$ cat config.mk
export PLATFORM = sky130hd
export DESIGN_NAME = rv32im_icache_assoc
export DESIGN_NICKNAME = d
export VERILOG_FILES = /design/src/rtl/rv32im_icache_assoc.sv
export SDC_FILE = /design/constraint.sdc
export NUM_CORES = 2
export LEC_CHECK = 0
export ABC_AREA = 1
export CAP_MARGIN = 20
export CORE_MARGIN = 3
export CORE_UTILIZATION = 30
export DETAILED_ROUTE_END_ITERATION = 12
export SETUP_SLACK_MARGIN = 0.3
export SLEW_MARGIN = 20
export SYNTH_ARGS = -nofsm -noshare
export SYNTH_HDL_FRONTEND = slang
export SYNTH_MEMORY_MAX_BITS = 65536
export SYNTH_SLANG_ARGS = --single-unit
export TNS_END_PERCENT = 30
$ cat constraint.sdc
create_clock -name clk_i -period 6.2 [get_ports clk_i]
set_input_delay 1.24 -clock clk_i [delete_from_list [all_inputs] [get_ports clk_i]]
set_output_delay 1.24 -clock clk_i [all_outputs]
set_load 0.01 [all_outputs]
$ cat src/rtl/rv32im_icache_assoc.sv
// rv32im_icache_assoc
//   Set-associative instruction cache between the fetch stage and the shared
//   wishbone arbiter. It refills whole lines through the arbiter and picks a
//   round-robin victim per set. It also handles bus-error abort, whole-cache
//   flush and a registered misaligned-fetch flag.
//   Optional build macro ICACHE_PERF_EN adds hit_count_o / miss_count_o.
module rv32im_icache_assoc #(
    parameter int XLEN             = 32,
    parameter int ILEN             = 32,
    parameter int WAY_LEN          = 1,
    parameter int SET_LEN          = 2,
    parameter int LINE_LEN         = 4,
    parameter int UNUSED_ADDR_BITS = 8
) (
    input  logic              clk_i,
    input  logic              reset_ni,
    input  logic              req_i,
    input  logic [XLEN-1:0]   addr_i,
    input  logic              flush_i,
    output logic [ILEN-1:0]   instr_o,
    output logic              valid_o,
    output logic              busy_o,
    output logic              misaligned_o,
    output logic              fault_o,
    output logic              ctrl_req_o,
    input  logic              ctrl_grant_i,
    input  logic [XLEN-1:0]   master_dat_i,
    input  logic              ack_i,
    input  logic              err_i,
    output logic [XLEN-3:0]   adr_o,
    output logic              cyc_o,
    output logic              stb_o,
    output logic [3:0]        sel_o
`ifdef ICACHE_PERF_EN
    ,
    output logic [XLEN-1:0]   hit_count_o,
    output logic [XLEN-1:0]   miss_count_o
`endif
);

    localparam int WAYS   = 1 << WAY_LEN;
    localparam int SETS   = 1 << SET_LEN;
    localparam int LINES  = WAYS * SETS;
    localparam int WORDS  = LINES << LINE_LEN;
    localparam int TAG_W  = XLEN - 2 - LINE_LEN - SET_LEN - UNUSED_ADDR_BITS;
    localparam int TAG_LO = 2 + LINE_LEN + SET_LEN;

    typedef enum logic [2:0] {
        S_IDLE,
        S_ARB,
        S_READ,
        S_DONE,
        S_ABORT
    } state_t;

    state_t              state_q, state_d;
    logic [LINES-1:0]    valid_q, valid_d;
    logic [WAY_LEN-1:0]  rr_q [SETS];
    logic [WAY_LEN-1:0]  rr_d [SETS];
    logic [WAY_LEN-1:0]  victim_q, victim_d;
    logic [SET_LEN-1:0]  set_q, set_d;
    logic [TAG_W-1:0]    rtag_q, rtag_d;
    logic [LINE_LEN-1:0] idx_q, idx_d;
    logic                flush_pend_q, flush_pend_d;
    logic [ILEN-1:0]     instr_q, instr_d;
    logic                valid_out_q, valid_out_d;
    logic                misaligned_q, misaligned_d;
    logic                fault_q, fault_d;

    // Tag and data storage carry no reset; valid bits qualify them.
    logic [TAG_W-1:0]    tag_mem_q [LINES];
    logic [ILEN-1:0]     data_mem_q [WORDS];
    logic                tag_we;
    logic                data_we;

    logic [LINE_LEN-1:0] lk_word;
    logic [SET_LEN-1:0]  lk_set;
    logic [TAG_W-1:0]    lk_tag;
    logic                lk_hit;
    logic [WAY_LEN-1:0]  lk_way;
    logic                lk_aligned;
    logic                unused_addr;

    // The top address bits are deliberately ignored by the cache.
    assign unused_addr = ^addr_i[XLEN-1:TAG_LO+TAG_W];

    // Combinational lookup: split the fetch address and compare every way of the set.
    always_comb begin
        lk_word    = addr_i[LINE_LEN+1:2];
        lk_set     = addr_i[TAG_LO-1:LINE_LEN+2];
        lk_tag     = addr_i[TAG_LO+TAG_W-1:TAG_LO];
        lk_aligned = (addr_i[1:0] == 2'b00);
        lk_hit     = 1'b0;
        lk_way     = '0;
        for (int w = 0; w < WAYS; w++) begin
            if (valid_q[{WAY_LEN'(w), lk_set}] &&
                (tag_mem_q[{WAY_LEN'(w), lk_set}] == lk_tag)) begin
                lk_hit = 1'b1;
                lk_way = WAY_LEN'(w);
            end
        end
    end

    // Refill FSM next state, storage write enables and registered outputs.
    always_comb begin
        state_d      = state_q;
        valid_d      = valid_q;
        rr_d         = rr_q;
        victim_d     = victim_q;
        set_d        = set_q;
        rtag_d       = rtag_q;
        idx_d        = idx_q;
        flush_pend_d = flush_pend_q;
        instr_d      = instr_q;
        valid_out_d  = 1'b0;
        misaligned_d = 1'b0;
        fault_d      = 1'b0;
        tag_we       = 1'b0;
        data_we      = 1'b0;
        case (state_q)
            S_IDLE: begin
                if (flush_i) begin
                    // Flush beats a concurrent request: no lookup this cycle.
                    valid_d = '0;
                end else if (req_i) begin
                    if (!lk_aligned) begin
                        misaligned_d = 1'b1;
                    end else if (lk_hit) begin
                        instr_d     = data_mem_q[{lk_way, lk_set, lk_word}];
                        valid_out_d = 1'b1;
                    end else begin
                        state_d  = S_ARB;
                        victim_d = rr_q[lk_set];
                        set_d    = lk_set;
                        rtag_d   = lk_tag;
                    end
                end
            end
            S_ARB: begin
                if (flush_i) begin
                    flush_pend_d = 1'b1;
                end
                if (ctrl_grant_i) begin
                    state_d = S_READ;
                    idx_d   = '0;
                    // A partially written line must never hit.
                    valid_d[{victim_q, set_q}] = 1'b0;
                end
            end
            S_READ: begin
                if (flush_i) begin
                    flush_pend_d = 1'b1;
                end
                if (err_i) begin
                    state_d = S_ABORT;
                    fault_d = 1'b1;
                end else if (ack_i) begin
                    data_we = 1'b1;
                    idx_d   = idx_q + LINE_LEN'(1);
                    if (idx_q == {LINE_LEN{1'b1}}) begin
                        state_d = S_DONE;
                    end
                end
            end
            S_DONE: begin
                if (flush_pend_q || flush_i) begin
                    valid_d      = '0;
                    flush_pend_d = 1'b0;
                end else begin
                    tag_we                     = 1'b1;
                    valid_d[{victim_q, set_q}] = 1'b1;
                end
                rr_d[set_q] = rr_q[set_q] + WAY_LEN'(1);
                state_d     = S_IDLE;
            end
            S_ABORT: begin
                // Victim stays invalid and the round-robin pointer is untouched.
                if (flush_pend_q || flush_i) begin
                    valid_d      = '0;
                    flush_pend_d = 1'b0;
                end
                state_d = S_IDLE;
            end
            default: begin
                state_d = S_IDLE;
            end
        endcase
    end

    // Control and output registers, cleared asynchronously.
    always_ff @(posedge clk_i or negedge reset_ni) begin
        if (!reset_ni) begin
            state_q      <= S_IDLE;
            valid_q      <= '0;
            for (int s = 0; s < SETS; s++) begin
                rr_q[s] <= '0;
            end
            victim_q     <= '0;
            set_q        <= '0;
            rtag_q       <= '0;
            idx_q        <= '0;
            flush_pend_q <= 1'b0;
            instr_q      <= '0;
            valid_out_q  <= 1'b0;
            misaligned_q <= 1'b0;
            fault_q      <= 1'b0;
        end else begin
            state_q      <= state_d;
            valid_q      <= valid_d;
            rr_q         <= rr_d;
            victim_q     <= victim_d;
            set_q        <= set_d;
            rtag_q       <= rtag_d;
            idx_q        <= idx_d;
            flush_pend_q <= flush_pend_d;
            instr_q      <= instr_d;
            valid_out_q  <= valid_out_d;
            misaligned_q <= misaligned_d;
            fault_q      <= fault_d;
        end
    end

    // Tag and data RAM writes during refill.
    always_ff @(posedge clk_i) begin
        if (data_we) begin
            data_mem_q[{victim_q, set_q, idx_q}] <= master_dat_i[ILEN-1:0];
        end
        if (tag_we) begin
            tag_mem_q[{victim_q, set_q}] <= rtag_q;
        end
    end

`ifdef ICACHE_PERF_EN
    logic [XLEN-1:0] hit_count_q, hit_count_d;
    logic [XLEN-1:0] miss_count_q, miss_count_d;
    logic            refilled_q, refilled_d;

    // Count hits not caused by the post-refill replay, and every refill start.
    always_comb begin
        refilled_d   = (state_q == S_DONE);
        hit_count_d  = hit_count_q;
        miss_count_d = miss_count_q;
        if (valid_out_d && !refilled_q) begin
            hit_count_d = hit_count_q + XLEN'(1);
        end
        if ((state_q == S_IDLE) && (state_d == S_ARB)) begin
            miss_count_d = miss_count_q + XLEN'(1);
        end
    end

    // Performance counter registers.
    always_ff @(posedge clk_i or negedge reset_ni) begin
        if (!reset_ni) begin
            hit_count_q  <= '0;
            miss_count_q <= '0;
            refilled_q   <= 1'b0;
        end else begin
            hit_count_q  <= hit_count_d;
            miss_count_q <= miss_count_d;
            refilled_q   <= refilled_d;
        end
    end

    assign hit_count_o  = hit_count_q;
    assign miss_count_o = miss_count_q;
`endif

    assign instr_o      = instr_q;
    assign valid_o      = valid_out_q;
    assign misaligned_o = misaligned_q;
    assign fault_o      = fault_q;
    assign busy_o       = (state_q != S_IDLE);
    assign ctrl_req_o   = (state_q == S_ARB) || (state_q == S_READ);
    assign cyc_o        = (state_q == S_READ);
    assign stb_o        = (state_q == S_READ);
    assign sel_o        = 4'b1111;
    assign adr_o        = {{UNUSED_ADDR_BITS{1'b0}}, rtag_q, set_q, idx_q};

endmodule

Word level (Yosys, flattened, before mapping). Memory sizes are Yosys's and may differ from the RTL's. A register that Yosys moved wholly into a read port is not among the register bits. Index checks and enable logic that the tools add are counted. W data, S select, Z words.

Memories kept: 2. Word-level logic and storage cells: 132. Flip-flop bits (word level): 42. Input port bits: 71. Bits in writable memories: 4224. Output and inout port bits: 73.

Memory list: data_mem_q (depth 128, width 32, rd ports 1, clocked after Yosys merged registers in 1, write ports 1, line 72) `logic [ILEN-1:0] data_mem_q [WORDS];`; tag_mem_q (depth 8, width 16, rd ports 2, clocked after Yosys merged registers in 0, write ports 1, line 71) `logic [TAG_W-1:0] tag_mem_q [LINES];`.

Eq/ne operators: 20. $add $sub $neg: 2. Bitwise logic cells: 7. $lt $le $gt $ge: 7. Mux-type cells: 59. Reduce and logical (&&, ||, !) cells: 21.

Operators by type and width (count): $mux W1 (33); $eq A16 B16 Y1 (2); $mux W8 (4); $pmux W8 S4 (1); $mux W3 (8); $ne A2 B2 Y1 const B (9); $mux W4 (3); $reduce_and A5 Y1 (2); $pmux W3 S3 (1); $and A8 B8 Y8 (1); $bmux W1 S2 (4); $lt A3 B4 Y1 const B (2); $not A8 Y8 (1); $or A8 B8 Y8 (1); $pmux W4 S2 (1); $reduce_and A4 Y1 (2); $reduce_and A7 Y1 (1); $eq A3 B2 Y1 const B (2); $ge A3 B3 Y1 const B (2); $not A2 Y3 (2); $add A4 B1 Y4 const B (1); $bwmux W4 (1); $eq A4 B4 Y1 const B (1); $logic_and A1 B1 Y1 (4); other kinds (22) (27).

Logic depth before layout (Yosys ltp).
Depth after elaboration: 10. Gate-level depth with buffers: 16. Depth with buffers taken out: 14.

Worst setup path before layout. OpenSTA, ideal clock, no wires.

Path kind: input to register. From: in err_i. To: mem data_mem_q[104][0], enable pin. Stages on the path: 6. Required time: 5.779 ns. Path slack: 2.337 ns. Path buffers: 1. Data arrival time: 3.442 ns. Setup time: 0.421 ns. Cells stage by stage: nor2_1 -> nand2_1 -> nor2_1 -> nand3_1 -> buf_2 -> nor2_1.

Word-level cells in the longest chain between the ends: 4.

RTL lines: start: declaration (line 29) `input logic err_i,`; $mux W1 (line 154) `if (err_i) begin`; $mux W1 (line 120) `case (state_q)`; $mux W1 (line 225) `if (data_we) begin`; $mux W1 (implied by the code) (line 226) `data_mem_q[{victim_q, set_q, idx_q}] <= master_dat_i[ILEN-1:0];`; end: declaration (line 72).

Every way passes these cells.

Final worst setup path.
From: reg state_q[2]. To: out ctrl_req_o.

Word-level cells in the longest chain between the ends: 2. Elaborated cells on any way between the ends: 3. Those cells by class: 2 x eq/ne; 1 x reduce/logical.

RTL lines: start: declaration (line 56) `state_t state_q, state_d;`; start signal: assignment (line 208) `state_q <= state_d;`; $eq A3 B1 Y1 / $eq A3 B2 Y1 (equally long branches) (line 273) `assign ctrl_req_o = (state_q == S_ARB) || (state_q == S_READ);`; $logic_or A1 B1 Y1 (*) (line 273); end: declaration (line 25) `output logic ctrl_req_o,`.

Every way passes the cells marked *; elsewhere a longest branch is shown, timed or not.

==> metrics.md <==
| Metric | Value |
|---|---|
| Worst-path clk slew | `0.06 ns` |
| Setup TNS Final | `0 ns` |
| Async SR Flop Fraction | `1.72%` |
| Area leader, netlist | `edfxtp_1` |
| Post-detail-place hpwl | `277,000 um` |
| I/O pin cnt | `144` |
| Final Cell Area | `197,000 um^2` |
| CP max-delay cell | `nor3_2` |
| Outcome | `complete, no violations` |
| Clock Skew | `0.0803 ns` |
| Largest stage delay, worst path | `0.62 ns` |
| DRT Pass-1 Iters | `6` |
| # fillers | `54,900` |
| Hold Crit Class | `in2async` |
| RSZ-0062 raised after global routing | `false` |
| Final wirelength | `504,000 um` |
| Clock Sinks | `4,298` |
| Area growth from synthesis to layout | `14.6%` |
| Initial antenna violation count | `29` |
| Cells after Synth | `14,300` |
| Final period util | `67.5%` |
| Nature of the critical path endpoint | `output pin` |
| Fin util | `34.6%` |
| Critical path arrival | `2.95 ns` |
| CTS tree | `built` |
| I/O Buffers | `123` |
| Main flop type after synthesis | `edfxtp_1` |
| Core box area | `570,000 um^2` |
| First-pass GRT wire length | `729,000 um` |
| WL per Instance | `22.7 um` |
| Hold-fix buffers at CTS | `0` |
| CTS H-tree depth | `5` |
| Power Density | `315 nW/um^2` |
| Nets@finish | `14,400` |
| Residual DRC count | `0` |
| Rows | `277` |
| Startpoint types | `flop` |
| Max Root-Sink Buffers | `4` |
| WL met3 | `48,200 um` |
| Post-synth EDFFs | `4,224` |
| Count of pins over their slew limit | `0` |
| Yosys Warn Count | `0` |
| Post-CTS Repair Setup Buffers | `0` |
| Area after DPL | `184,000 um^2` |
| Top routing layer in use | `met5` |
| Max-slew headroom | `16.0%` |
| Fraction of layout cells with a size suffix above 1 | `7.87%` |
| Worst r2r path cells | `12` |
| Final worst path period need | `4.19 ns` |
| Peak VDD IR | `0.255 mV` |
| Synth Cell Area | `172,000 um^2` |
| P_leak | `67.7 nW` |
| Post-synthesis cell type count | `33` |
| Register area | `129,000 um^2` |
| Post_cts resized | `0` |
| Initial core utilization | `30.2%` |
| Vias in the first global route | `105,000` |
| Die X | `763 um` |
| Antenna Nets Post-Route | `0` |
| Grt ovf | `0` |
| Area of the multi-input gates | `40,200 um^2` |
| Avg Synthesized Cell Area | `12.0 um^2` |
| Yosys top cell area share | `73.8%` |
| Sequential area share after synthesis | `74.9%` |
| DRT iter0 DRCs | `13,200` |
| Metal-1 WL | `209,000 um` |
| Kind of critical path | `reg2out` |
| Crit-path max FO | `10` |
| Synth area leaders | `edfxtp_1 (74%), nand3_1 (12%), nand2_1 (10%)` |
| Worst Max-Slew Pin Slew | `1.26 ns` |
| Crit path required time | `4.96 ns` |
| Critical path, cell by cell | `nor3_2 > inv_1 > nand2_1 > clkdlybuf4s50_1` |
| GP Congestion | `0.853` |
| Max cap viols | `0` |
| Total die area | `582,000 um^2` |
| FF+latch count, synth | `4,298` |
| Cts bufs inserted | `425` |
| Hold Vio Cnt, Final | `0` |
| Routed vias/inst | `5.07` |
| Die Y | `763 um` |
| Fmax | `239 MHz` |
| Setup Viol. Count Final | `0` |
| Total GRT Usage | `16.6%` |
| Met2 routed WL | `229,000 um` |
| Worst skew pair latency | `0.99 ns` |
| Largest net degree at the start of global routing | `189` |
| CTS root buffer | `clkbuf_16` |
| Vias | `113,000` |
[cell usage after synthesis, drive strengths merged (2+ instances only)]
| master | n |
|---|---|
| nand2 | 4595 |
| nor3 | 9 |
| inv | 72 |
| nand4 | 43 |
| conb | 2 |
| nand3 | 4072 |
| nor2 | 203 |
| a21oi | 22 |
| a31oi | 2 |
| dfrtp | 74 |
| o21ai | 33 |
| xor2 | 7 |
| o22ai | 2 |
| edfxtp | 4224 |
| clkbuf | 664 |
| buf | 295 |
[state kept, by name, indices dropped and copies added, names as in the netlist, 3 cells and up]
name,cells
data_mem_q,4096
idx_q,4
instr_o,32
rr_q,4
rtag_q,16
state_q,3
tag_mem_q,128
valid_q,8
[critical path, delay by kind of cell (launching register included)]
family	cells	cell delay (ns)
and+or+nand+nor	2	0.83
buffers and inverters	2	0.70
DFF	1	0.45
[power breakdown]
part	leakage (nW)	internal (W)	total, W	switching (W)
Clock	6.58	0.0142	0.0252	0.0111
Combinational	22.1	0.00107	0.00441	0.00334
Sequential	39.0	0.0322	0.0324	0.000217
[layout make-up]
class	count	area share [%]
Sequential cell	4298	65.3
Inverter	73	0.159
Timing Repair Buffer	508	2.47
Multi-Input combinational cell	9008	20.4
Clock buffer	544	5.74
Antenna cell	7	0.00889
Tap cell	7533	4.78
Clock inverter	240	1.11
[cell usage in the layout (no fill, tap or decap), drive strengths merged, types with 2 or more instances in the layout]
master,n
buf,423
nand3,4072
bufinv,30
clkbuf,545
inv,83
nor2,203
dfrtp,74
xor2,7
nand4,43
a21oi,22
clkinvlp,11
a31oi,2
conb,12
o22ai,2
clkdlybuf4s50,84
edfxtp,4224
diode,7
o21ai,33
nor3,9
nand2,4595
clkinv,189
[kinds of logic (layout without fill, tap and decap cells)]
| kind of cell | after synthesis | after routing | share of synthesized area [%] |
|---|---|---|---|
| compound gates | 63 | 63 | 0.195 |
| xor+xnor | 7 | 7 | 0.0357 |
| fa+ha+maj | 1 | 1 | 0.00728 |
| buf+inv | 1032 | 1365 | 2.37 |
| flops | 4298 | 4298 | 74.9 |
| other cells | 2 | 19 | 0.00437 |
| simple gates | 8925 | 8925 | 22.5 |
[per-layer routing]
layer	global-route usage (%)	vias up
li1	-	51000
met3	3.09	817
met1	23.2	55600
met4	5.59	24
met5	0	-
met2	26.1	5103
[through the flow]
| step | hold slack (ns) | power (W) | cells | worst slack, ns |
|---|---|---|---|---|
| 3_3_place_gp | 0.486 | 0.0374 | 21400 | 1.19 |
| 4_1_cts | 0.175 | 0.0623 | 22200 | 1.95 |
| 6_report | 0.220 | 0.0620 | 22200 | 2.01 |
| 5_1_grt | 0.206 | 0.0639 | 22200 | 1.83 |
| 2_1_floorplan | 0.486 | 0.0351 | 14300 | 2.34 |
| 3_5_place_dp | 0.473 | 0.0374 | 21400 | 1.15 |
[final timing paths]
check | start | end | slack (ns)
min | reset_ni | misaligned_o | 0.22
min in group clk_i | instr_o[29] | instr_o[29] | 0.49
max reg2reg | state_q[1] | data_mem_q[113][6] | 2.05
max | state_q[2] | ctrl_req_o | 2.01
min reg2reg | instr_o[29] | instr_o[29] | 0.49
max in group asynchronous | reset_ni | instr_o[0] | 4.87
Power figures use the tool's default switching activity.
